$ cat src/rtl/ts_serial_deser_pkg.sv
// ts_serial_deser_pkg
//   Shared definitions for the serial MPEG-TS receiver: packet framing
//   constants, receiver FSM states and the registered output byte record.
package ts_serial_deser_pkg;

  localparam int          PKT_LEN         = 188;
  localparam logic [7:0]  SYNC_BYTE       = 8'h47;
  localparam int          SYNC_STAGES_DEF = 2;
  localparam int          CNT_W_DEF       = 16;
  localparam int          BYTE_IDX_W      = $clog2(PKT_LEN);

  typedef enum logic [1:0] {
    IDLE = 2'd0,
    RECV = 2'd1,
    DROP = 2'd2
  } state_e;

  typedef struct packed {
    logic       sop;
    logic       eop;
    logic [7:0] data;
  } ts_byte_t;

endpackage

$ cat src/rtl/ts_serial_deser_pin_sync.sv
// ts_serial_deser_pin_sync
//   Brings the four asynchronous serial TS pins into the clk domain through
//   identical SYNC_STAGES-deep flop chains, so data/start/valid stay aligned
//   with the ts_clk edge they belong to, and detects the ts_clk rising edge.
// Ports
//   clk, reset_n     system clock, async active-low reset
//   i_ts_clk         serial bit clock pin
//   i_ts_data        serial data pin
//   i_ts_valid       bit qualifier pin
//   i_ts_start       packet start marker pin
//   o_bit_evt        1-clk pulse: synced ts_clk 0->1 with synced ts_valid=1
//   o_data           synced data, meaningful with o_bit_evt
//   o_start          synced start, meaningful with o_bit_evt
module ts_serial_deser_pin_sync #(
  parameter int SYNC_STAGES = 2
) (
  input  logic clk,
  input  logic reset_n,
  input  logic i_ts_clk,
  input  logic i_ts_data,
  input  logic i_ts_valid,
  input  logic i_ts_start,
  output logic o_bit_evt,
  output logic o_data,
  output logic o_start
);

  logic [SYNC_STAGES-1:0] r_clk_sync;
  logic [SYNC_STAGES-1:0] r_data_sync;
  logic [SYNC_STAGES-1:0] r_valid_sync;
  logic [SYNC_STAGES-1:0] r_start_sync;
  logic                   r_clk_prev;

  always_ff @(posedge clk or negedge reset_n) begin
    if (!reset_n) begin
      r_clk_sync   <= '0;
      r_data_sync  <= '0;
      r_valid_sync <= '0;
      r_start_sync <= '0;
      r_clk_prev   <= 1'b0;
    end else begin
      r_clk_sync   <= {r_clk_sync[SYNC_STAGES-2:0],   i_ts_clk};
      r_data_sync  <= {r_data_sync[SYNC_STAGES-2:0],  i_ts_data};
      r_valid_sync <= {r_valid_sync[SYNC_STAGES-2:0], i_ts_valid};
      r_start_sync <= {r_start_sync[SYNC_STAGES-2:0], i_ts_start};
      r_clk_prev   <= r_clk_sync[SYNC_STAGES-1];
    end
  end

  assign o_bit_evt = r_clk_sync[SYNC_STAGES-1] & ~r_clk_prev & r_valid_sync[SYNC_STAGES-1];
  assign o_data    = r_data_sync[SYNC_STAGES-1];
  assign o_start   = r_start_sync[SYNC_STAGES-1];

endmodule

$ cat src/rtl/ts_serial_deser.sv
// ts_serial_deser
//   Serial MPEG-TS receiver for one demod port. Assembles MSB-first bytes from
//   the synchronized pins, frames PKT_LEN-byte packets and streams them out as
//   single-clk strobes (no backpressure) in the system clock domain.
//   Optional build macro TS_SYNC_CHECK_EN: byte 0 of each packet must equal
//   SYNC_BYTE, otherwise the packet is dropped until the next ts_start.
// Ports
//   clk, reset_n      system clock, async active-low reset
//   ts_clk/ts_data/ts_valid/ts_start   asynchronous serial TS pins
//   enable            1 = receive, 0 = flush to IDLE
//   out_data/out_valid/out_sop/out_eop byte stream
//   out_abort         1-clk pulse: discard current partial packet
//   pkt_cnt           completed packets (wraps)
//   err_cnt           framing/sync errors (saturates)
//   locked            last packet completed without error
//
// state | meaning
// IDLE  | waiting for a ts_start bit event
// RECV  | assembling bytes of a packet
// DROP  | bad sync byte seen, ignoring bits until next ts_start
module ts_serial_deser
  import ts_serial_deser_pkg::*;
#(
  parameter int SYNC_STAGES = SYNC_STAGES_DEF,
  parameter int CNT_W       = CNT_W_DEF
) (
  input  logic             clk,
  input  logic             reset_n,
  input  logic             ts_clk,
  input  logic             ts_data,
  input  logic             ts_valid,
  input  logic             ts_start,
  input  logic             enable,
  output logic [7:0]       out_data,
  output logic             out_valid,
  output logic             out_sop,
  output logic             out_eop,
  output logic             out_abort,
  output logic [CNT_W-1:0] pkt_cnt,
  output logic [CNT_W-1:0] err_cnt,
  output logic             locked
);

  localparam logic [BYTE_IDX_W-1:0] LAST_BYTE = BYTE_IDX_W'(PKT_LEN - 1);

  logic                  w_bit_evt;
  logic                  w_data;
  logic                  w_start;

  state_e                r_state;
  state_e                w_state_nxt;
  logic [6:0]            r_shift;
  logic [6:0]            w_shift_nxt;
  logic [2:0]            r_bit_idx;
  logic [2:0]            w_bit_nxt;
  logic [BYTE_IDX_W-1:0] r_byte_idx;
  logic [BYTE_IDX_W-1:0] w_byte_nxt;
  logic [7:0]            w_byte;
  logic                  w_sync_bad;

  ts_byte_t              r_out;
  ts_byte_t              w_out_nxt;
  logic                  r_out_valid;
  logic                  w_valid_nxt;
  logic                  r_abort;
  logic                  w_abort_nxt;
  logic [CNT_W-1:0]      r_pkt_cnt;
  logic [CNT_W-1:0]      r_err_cnt;
  logic                  w_pkt_inc;
  logic                  w_err_inc;
  logic                  r_locked;
  logic                  w_locked_nxt;

  ts_serial_deser_pin_sync #(
    .SYNC_STAGES (SYNC_STAGES)
  ) u_pin_sync (
    .clk        (clk),
    .reset_n    (reset_n),
    .i_ts_clk   (ts_clk),
    .i_ts_data  (ts_data),
    .i_ts_valid (ts_valid),
    .i_ts_start (ts_start),
    .o_bit_evt  (w_bit_evt),
    .o_data     (w_data),
    .o_start    (w_start)
  );

  // Byte as it would be with the current bit appended; only used on bit 0.
  assign w_byte = {r_shift, w_data};

`ifdef TS_SYNC_CHECK_EN
  assign w_sync_bad = (r_byte_idx == '0) && (w_byte != SYNC_BYTE);
`else
  assign w_sync_bad = 1'b0;
`endif

  always_ff @(posedge clk or negedge reset_n) begin
    if (!reset_n) begin
      r_state <= IDLE;
    end else begin
      r_state <= w_state_nxt;
    end
  end

  always_comb begin
    w_state_nxt  = r_state;
    w_shift_nxt  = r_shift;
    w_bit_nxt    = r_bit_idx;
    w_byte_nxt   = r_byte_idx;
    w_out_nxt    = '0;
    w_valid_nxt  = 1'b0;
    w_abort_nxt  = 1'b0;
    w_pkt_inc    = 1'b0;
    w_err_inc    = 1'b0;
    w_locked_nxt = r_locked;

    if (!enable) begin
      // Flush; a bit event in this cycle is discarded. Abort only if the
      // consumer has already seen bytes of the packet.
      w_state_nxt  = IDLE;
      w_bit_nxt    = '0;
      w_byte_nxt   = '0;
      w_locked_nxt = 1'b0;
      w_abort_nxt  = (r_state == RECV) && (r_byte_idx != '0);
    end else if (w_bit_evt) begin
      if (w_start) begin
        if ((r_state == RECV) && ((r_byte_idx != '0) || (r_bit_idx != '0))) begin
          w_abort_nxt  = 1'b1;
          w_err_inc    = 1'b1;
          w_locked_nxt = 1'b0;
        end
        // The start bit itself is bit 7 of byte 0.
        w_state_nxt = RECV;
        w_shift_nxt = {6'd0, w_data};
        w_bit_nxt   = 3'd1;
        w_byte_nxt  = '0;
      end else if (r_state == RECV) begin
        w_shift_nxt = {r_shift[5:0], w_data};
        w_bit_nxt   = r_bit_idx + 3'd1;
        if (r_bit_idx == 3'd7) begin
          if (w_sync_bad) begin
            w_err_inc    = 1'b1;
            w_locked_nxt = 1'b0;
            w_state_nxt  = DROP;
            w_byte_nxt   = '0;
          end else begin
            w_valid_nxt    = 1'b1;
            w_out_nxt.data = w_byte;
            w_out_nxt.sop  = (r_byte_idx == '0);
            w_out_nxt.eop  = (r_byte_idx == LAST_BYTE);
            if (r_byte_idx == LAST_BYTE) begin
              w_state_nxt  = IDLE;
              w_byte_nxt   = '0;
              w_pkt_inc    = 1'b1;
              w_locked_nxt = 1'b1;
            end else begin
              w_byte_nxt = r_byte_idx + 1'b1;
            end
          end
        end
      end
    end
  end

  always_ff @(posedge clk or negedge reset_n) begin
    if (!reset_n) begin
      r_shift     <= '0;
      r_bit_idx   <= '0;
      r_byte_idx  <= '0;
      r_out       <= '0;
      r_out_valid <= 1'b0;
      r_abort     <= 1'b0;
      r_pkt_cnt   <= '0;
      r_err_cnt   <= '0;
      r_locked    <= 1'b0;
    end else begin
      r_shift     <= w_shift_nxt;
      r_bit_idx   <= w_bit_nxt;
      r_byte_idx  <= w_byte_nxt;
      r_out       <= w_out_nxt;
      r_out_valid <= w_valid_nxt;
      r_abort     <= w_abort_nxt;
      r_locked    <= w_locked_nxt;
      if (w_pkt_inc) begin
        r_pkt_cnt <= r_pkt_cnt + 1'b1;
      end
      if (w_err_inc && (r_err_cnt != '1)) begin
        r_err_cnt <= r_err_cnt + 1'b1;
      end
    end
  end

  assign out_data  = r_out.data;
  assign out_sop   = r_out.sop;
  assign out_eop   = r_out.eop;
  assign out_valid = r_out_valid;
  assign out_abort = r_abort;
  assign pkt_cnt   = r_pkt_cnt;
  assign err_cnt   = r_err_cnt;
  assign locked    = r_locked;

endmodule

$ cat config.mk
export PLATFORM = sky130hd
export DESIGN_NAME = ts_serial_deser
export DESIGN_NICKNAME = d
export VERILOG_FILES = /design/src/rtl/ts_serial_deser_pkg.sv /design/src/rtl/ts_serial_deser_pin_sync.sv /design/src/rtl/ts_serial_deser.sv
export SDC_FILE = /design/constraint.sdc
export NUM_CORES = 1
export LEC_CHECK = 0
export CAP_MARGIN = 40
export CORE_MARGIN = 5
export CORE_UTILIZATION = 35
export CTS_CLUSTER_SIZE = 16
export DETAILED_ROUTE_END_ITERATION = 10
export MAX_ROUTING_LAYER = met4
export PLACE_DENSITY = 0.61
export SLEW_MARGIN = 30
export SYNTH_ARGS = -nofsm -noshare
export SYNTH_HDL_FRONTEND = slang
export SYNTH_SLANG_ARGS = --single-unit
$ cat constraint.sdc
create_clock -name clk -period 6 [get_ports clk]
set_input_delay 0.6 -clock clk [delete_from_list [all_inputs] [get_ports clk]]
set_output_delay 0.6 -clock clk [all_outputs]
set_load 0.02 [all_outputs]
==> metrics.txt <==
register bit total from synthesis=73; net count of the mapped netlist=roughly 320; clk_lat worst skew=0.35 ns; max_slew headroom=51.0%; sequential cell area=approximately 0.0018 mm²; Worst IR Drop VDD=between 0.09 and 0.1 mV; Detailed Place HPWL=4700 µm; Routed WL=6610 µm; Top-Level Pins=52; most used routing layer=met2; Die ar.=~0.012 mm²; drt first pass iters=4; clock-pin slew on the worst setup and hold paths=~0.08 ns; final instance area=between 0.004 and 0.005 mm²; Area growth, synth to finish=24.8%; met2 Usage GRT=about a fifth; Via density=around 4.8; post-synthesis async set-or-reset flop share=100%; largest net degree at the start of global routing=between 40 and 50; Synth Flop Type=dfrtp_1; initial drt markers=just under 90; Crit path required time=6.24 ns; clock tree buffer depth=2; Starting Density=about 36%; TritonCTS clock tree=yes; cell chain of the critical path=clkdlybuf4s50_1 > nand4b_4 > nor4_4 > nand4_2 > nand2b_1 > xnor2_1; Finish-stage setup viols=0; chip height=around 110 µm; CTS Hold Buffers Added=0; initial antenna violation count=0; Ys Warns=0; pwr dens=214 mW/mm²; CORE AREA=0.00924 mm²; leakage=~1.8 nW; EDFF count, synth=0; critical path endpoint category=flip-flop; proportion of layout cells with a drive suffix above 1=around a tenth; grt total ovfl=0; Vias=between 2000 and 2500; fill cell count=approximately 880; maximum fanout along the worst path=18; Std-Cell Rows=35; Placed Area=between 0.003 and 0.004 mm²; routed length per instance=13.4 µm; Antenna Nets Post-Route=0; Global Route Usage Sum=approximately an eighth; Clock Sink Count=73; CTS root buf=clkbuf_8; CP max stage cell=clkdlybuf4s50_1; final worst path period share=a little under half; most common cell after layout, fill and taps aside=dfrtp_1; hold_ws=~0.18 ns; critical path class=input port to flip-flop; syn_area_per_cell=10.9 µm²; cells after synthesis=slightly above 300; post_cts resized=0; Startpoint Class=input port; Port Buffers=51; CTS H-tree depth=3; vias in the first global route=around 2300; global-route wire length before repair=~11000 µm; total power=~0.89 mW; detailed-route DRC error count=0; fin crit period=2.71 ns; unrepaired setup endpoints after global routing=false; Post-CTS Setup Inserts=0; distinct cell type count after synthesis=48; Clock Skew=0.00817 ns; highest clock rate=around 0.37 GHz; Final Hold Viols=0; M3 GR Usage=under 10%; Max Slew Vio Count=0; most frequent cells in the layout=73 x dfrtp_1, 50 x clkdlybuf4s50_1, 38 x nand2_1, 25 x nor2_1, 21 x nand3_1; Crit path largest cell delay=~0.94 ns; sequential area share after synthesis=55.0%; status=completed; TritonCTS buffer count=9; synthesized area=around 0.0033 mm²; Max Cap Viol=0; setup tns final=0 ns; Nets=373; area taken by multi-input logic gates=approximately 0.0014 mm²; GPL Wtd Cong=between 0.8 and 0.9; Hold Path Class=input port to asynchronous set/reset pin; Die Width=107 µm; met1 GRT Util=15.5%; actual slew at the worst max-slew pin=~0.73 ns; Crit path arrival time=2.94 ns; ANT cells=0
layer usage:
layer / vias to the layer above / wire [µm]
met3: 8 / 297
met2: 41 / 3170
met1: 1147 / 3030
li1: 1149 / -
met5: - / 0
met4: 0 / 111
path summary, 6_finish.rpt:
| path | to | from | slack (ns) | cells past startpoint |
|---|---|---|---|---|
| worst max register to register | r_byte_idx[6] | r_bit_idx[0] | 3.81 | 7 |
| worst min-delay path | u_pin_sync.r_data_sync[0] | reset_n | 0.18 | 1 |
| worst min register to register | u_pin_sync.r_start_sync[1] | u_pin_sync.r_start_sync[0] | 0.35 | 0 |
| worst max-delay path | pkt_cnt[10] | enable | 3.29 | 6 |
| min in group clk | u_pin_sync.r_start_sync[1] | u_pin_sync.r_start_sync[0] | 0.35 | 0 |
| max in group asynchronous | err_cnt[10] | reset_n | 5.25 | 2 |
synthesized netlist by cell type (7+ instances only):
cell     instances  area (µm²)
dfrtp_1         73        1830
nand2_1         38         143
nor2_1          25        93.8
nand3_1         21         105
xnor2_1         16         140
xor2_1          15         131
and2_1          11        68.8
inv_1           11        41.3
a21oi_1          9        45.0
nand4_1          9        56.3
ha_1             7        87.6
o21ai_0          7        35.0
registers in the layout, indices dropped and copies added (netlist names):
name	count
out_eop	1
locked	1
u_pin_sync.r_clk_prev	1
out_sop	1
u_pin_sync.r_clk_sync	2
pkt_cnt	16
out_data	8
u_pin_sync.r_data_sync	2
out_valid	1
out_abort	1
r_byte_idx	8
u_pin_sync.r_start_sync	2
r_shift	7
err_cnt	16
r_state	1
r_bit_idx	3
u_pin_sync.r_valid_sync	2
final cells by class:
cell class | count | area share (%)
Multi-Input combinational cell | 212 | 34.0
Clock buffer | 10 | 3.32
Sequential cell | 73 | 44.1
Timing Repair Buffer | 52 | 12.7
Tap cell | 129 | 3.89
Inverter | 11 | 0.996
Clock inverter | 6 | 0.996
power breakdown:
group	internal (mW)	switching (mW)
registers	0.498	0.00620
logic	0.00967	0.0205
clock network	0.161	0.190
total	0.669	0.216
cell families (layout without fill, tap and decap cells):
kind of cell,after synthesis,count (layout),synth area share [%]
AOI/OAI and AO/OA,30,30,5.76
xor gates and xnor gates,31,31,8.17
adders and majority gates,7,7,2.64
buffers and inverters,20,79,2.60
DFF,73,73,55.0
muxes,2,2,0.678
and+or+nand+nor,142,142,25.2
worst max-delay path, delay by kind of cell:
kind / cells / cell delay (ns)
and+or+nand+nor: 4 / 1.26
buffers and inverters: 1 / 0.94
xor gates and xnor gates: 1 / 0.13
metrics by stage:
step	instances	setup slack, ns	util, %
3_3_place_gp	476	2.98	42.7
2_1_floorplan	305	3.95	-
4_1_cts	493	3.29	44.9
3_5_place_dp	477	2.91	42.9
6_report	493	3.29	44.9
5_1_grt	493	3.14	44.9
Note: power is estimated with default switching activity, not from simulation.
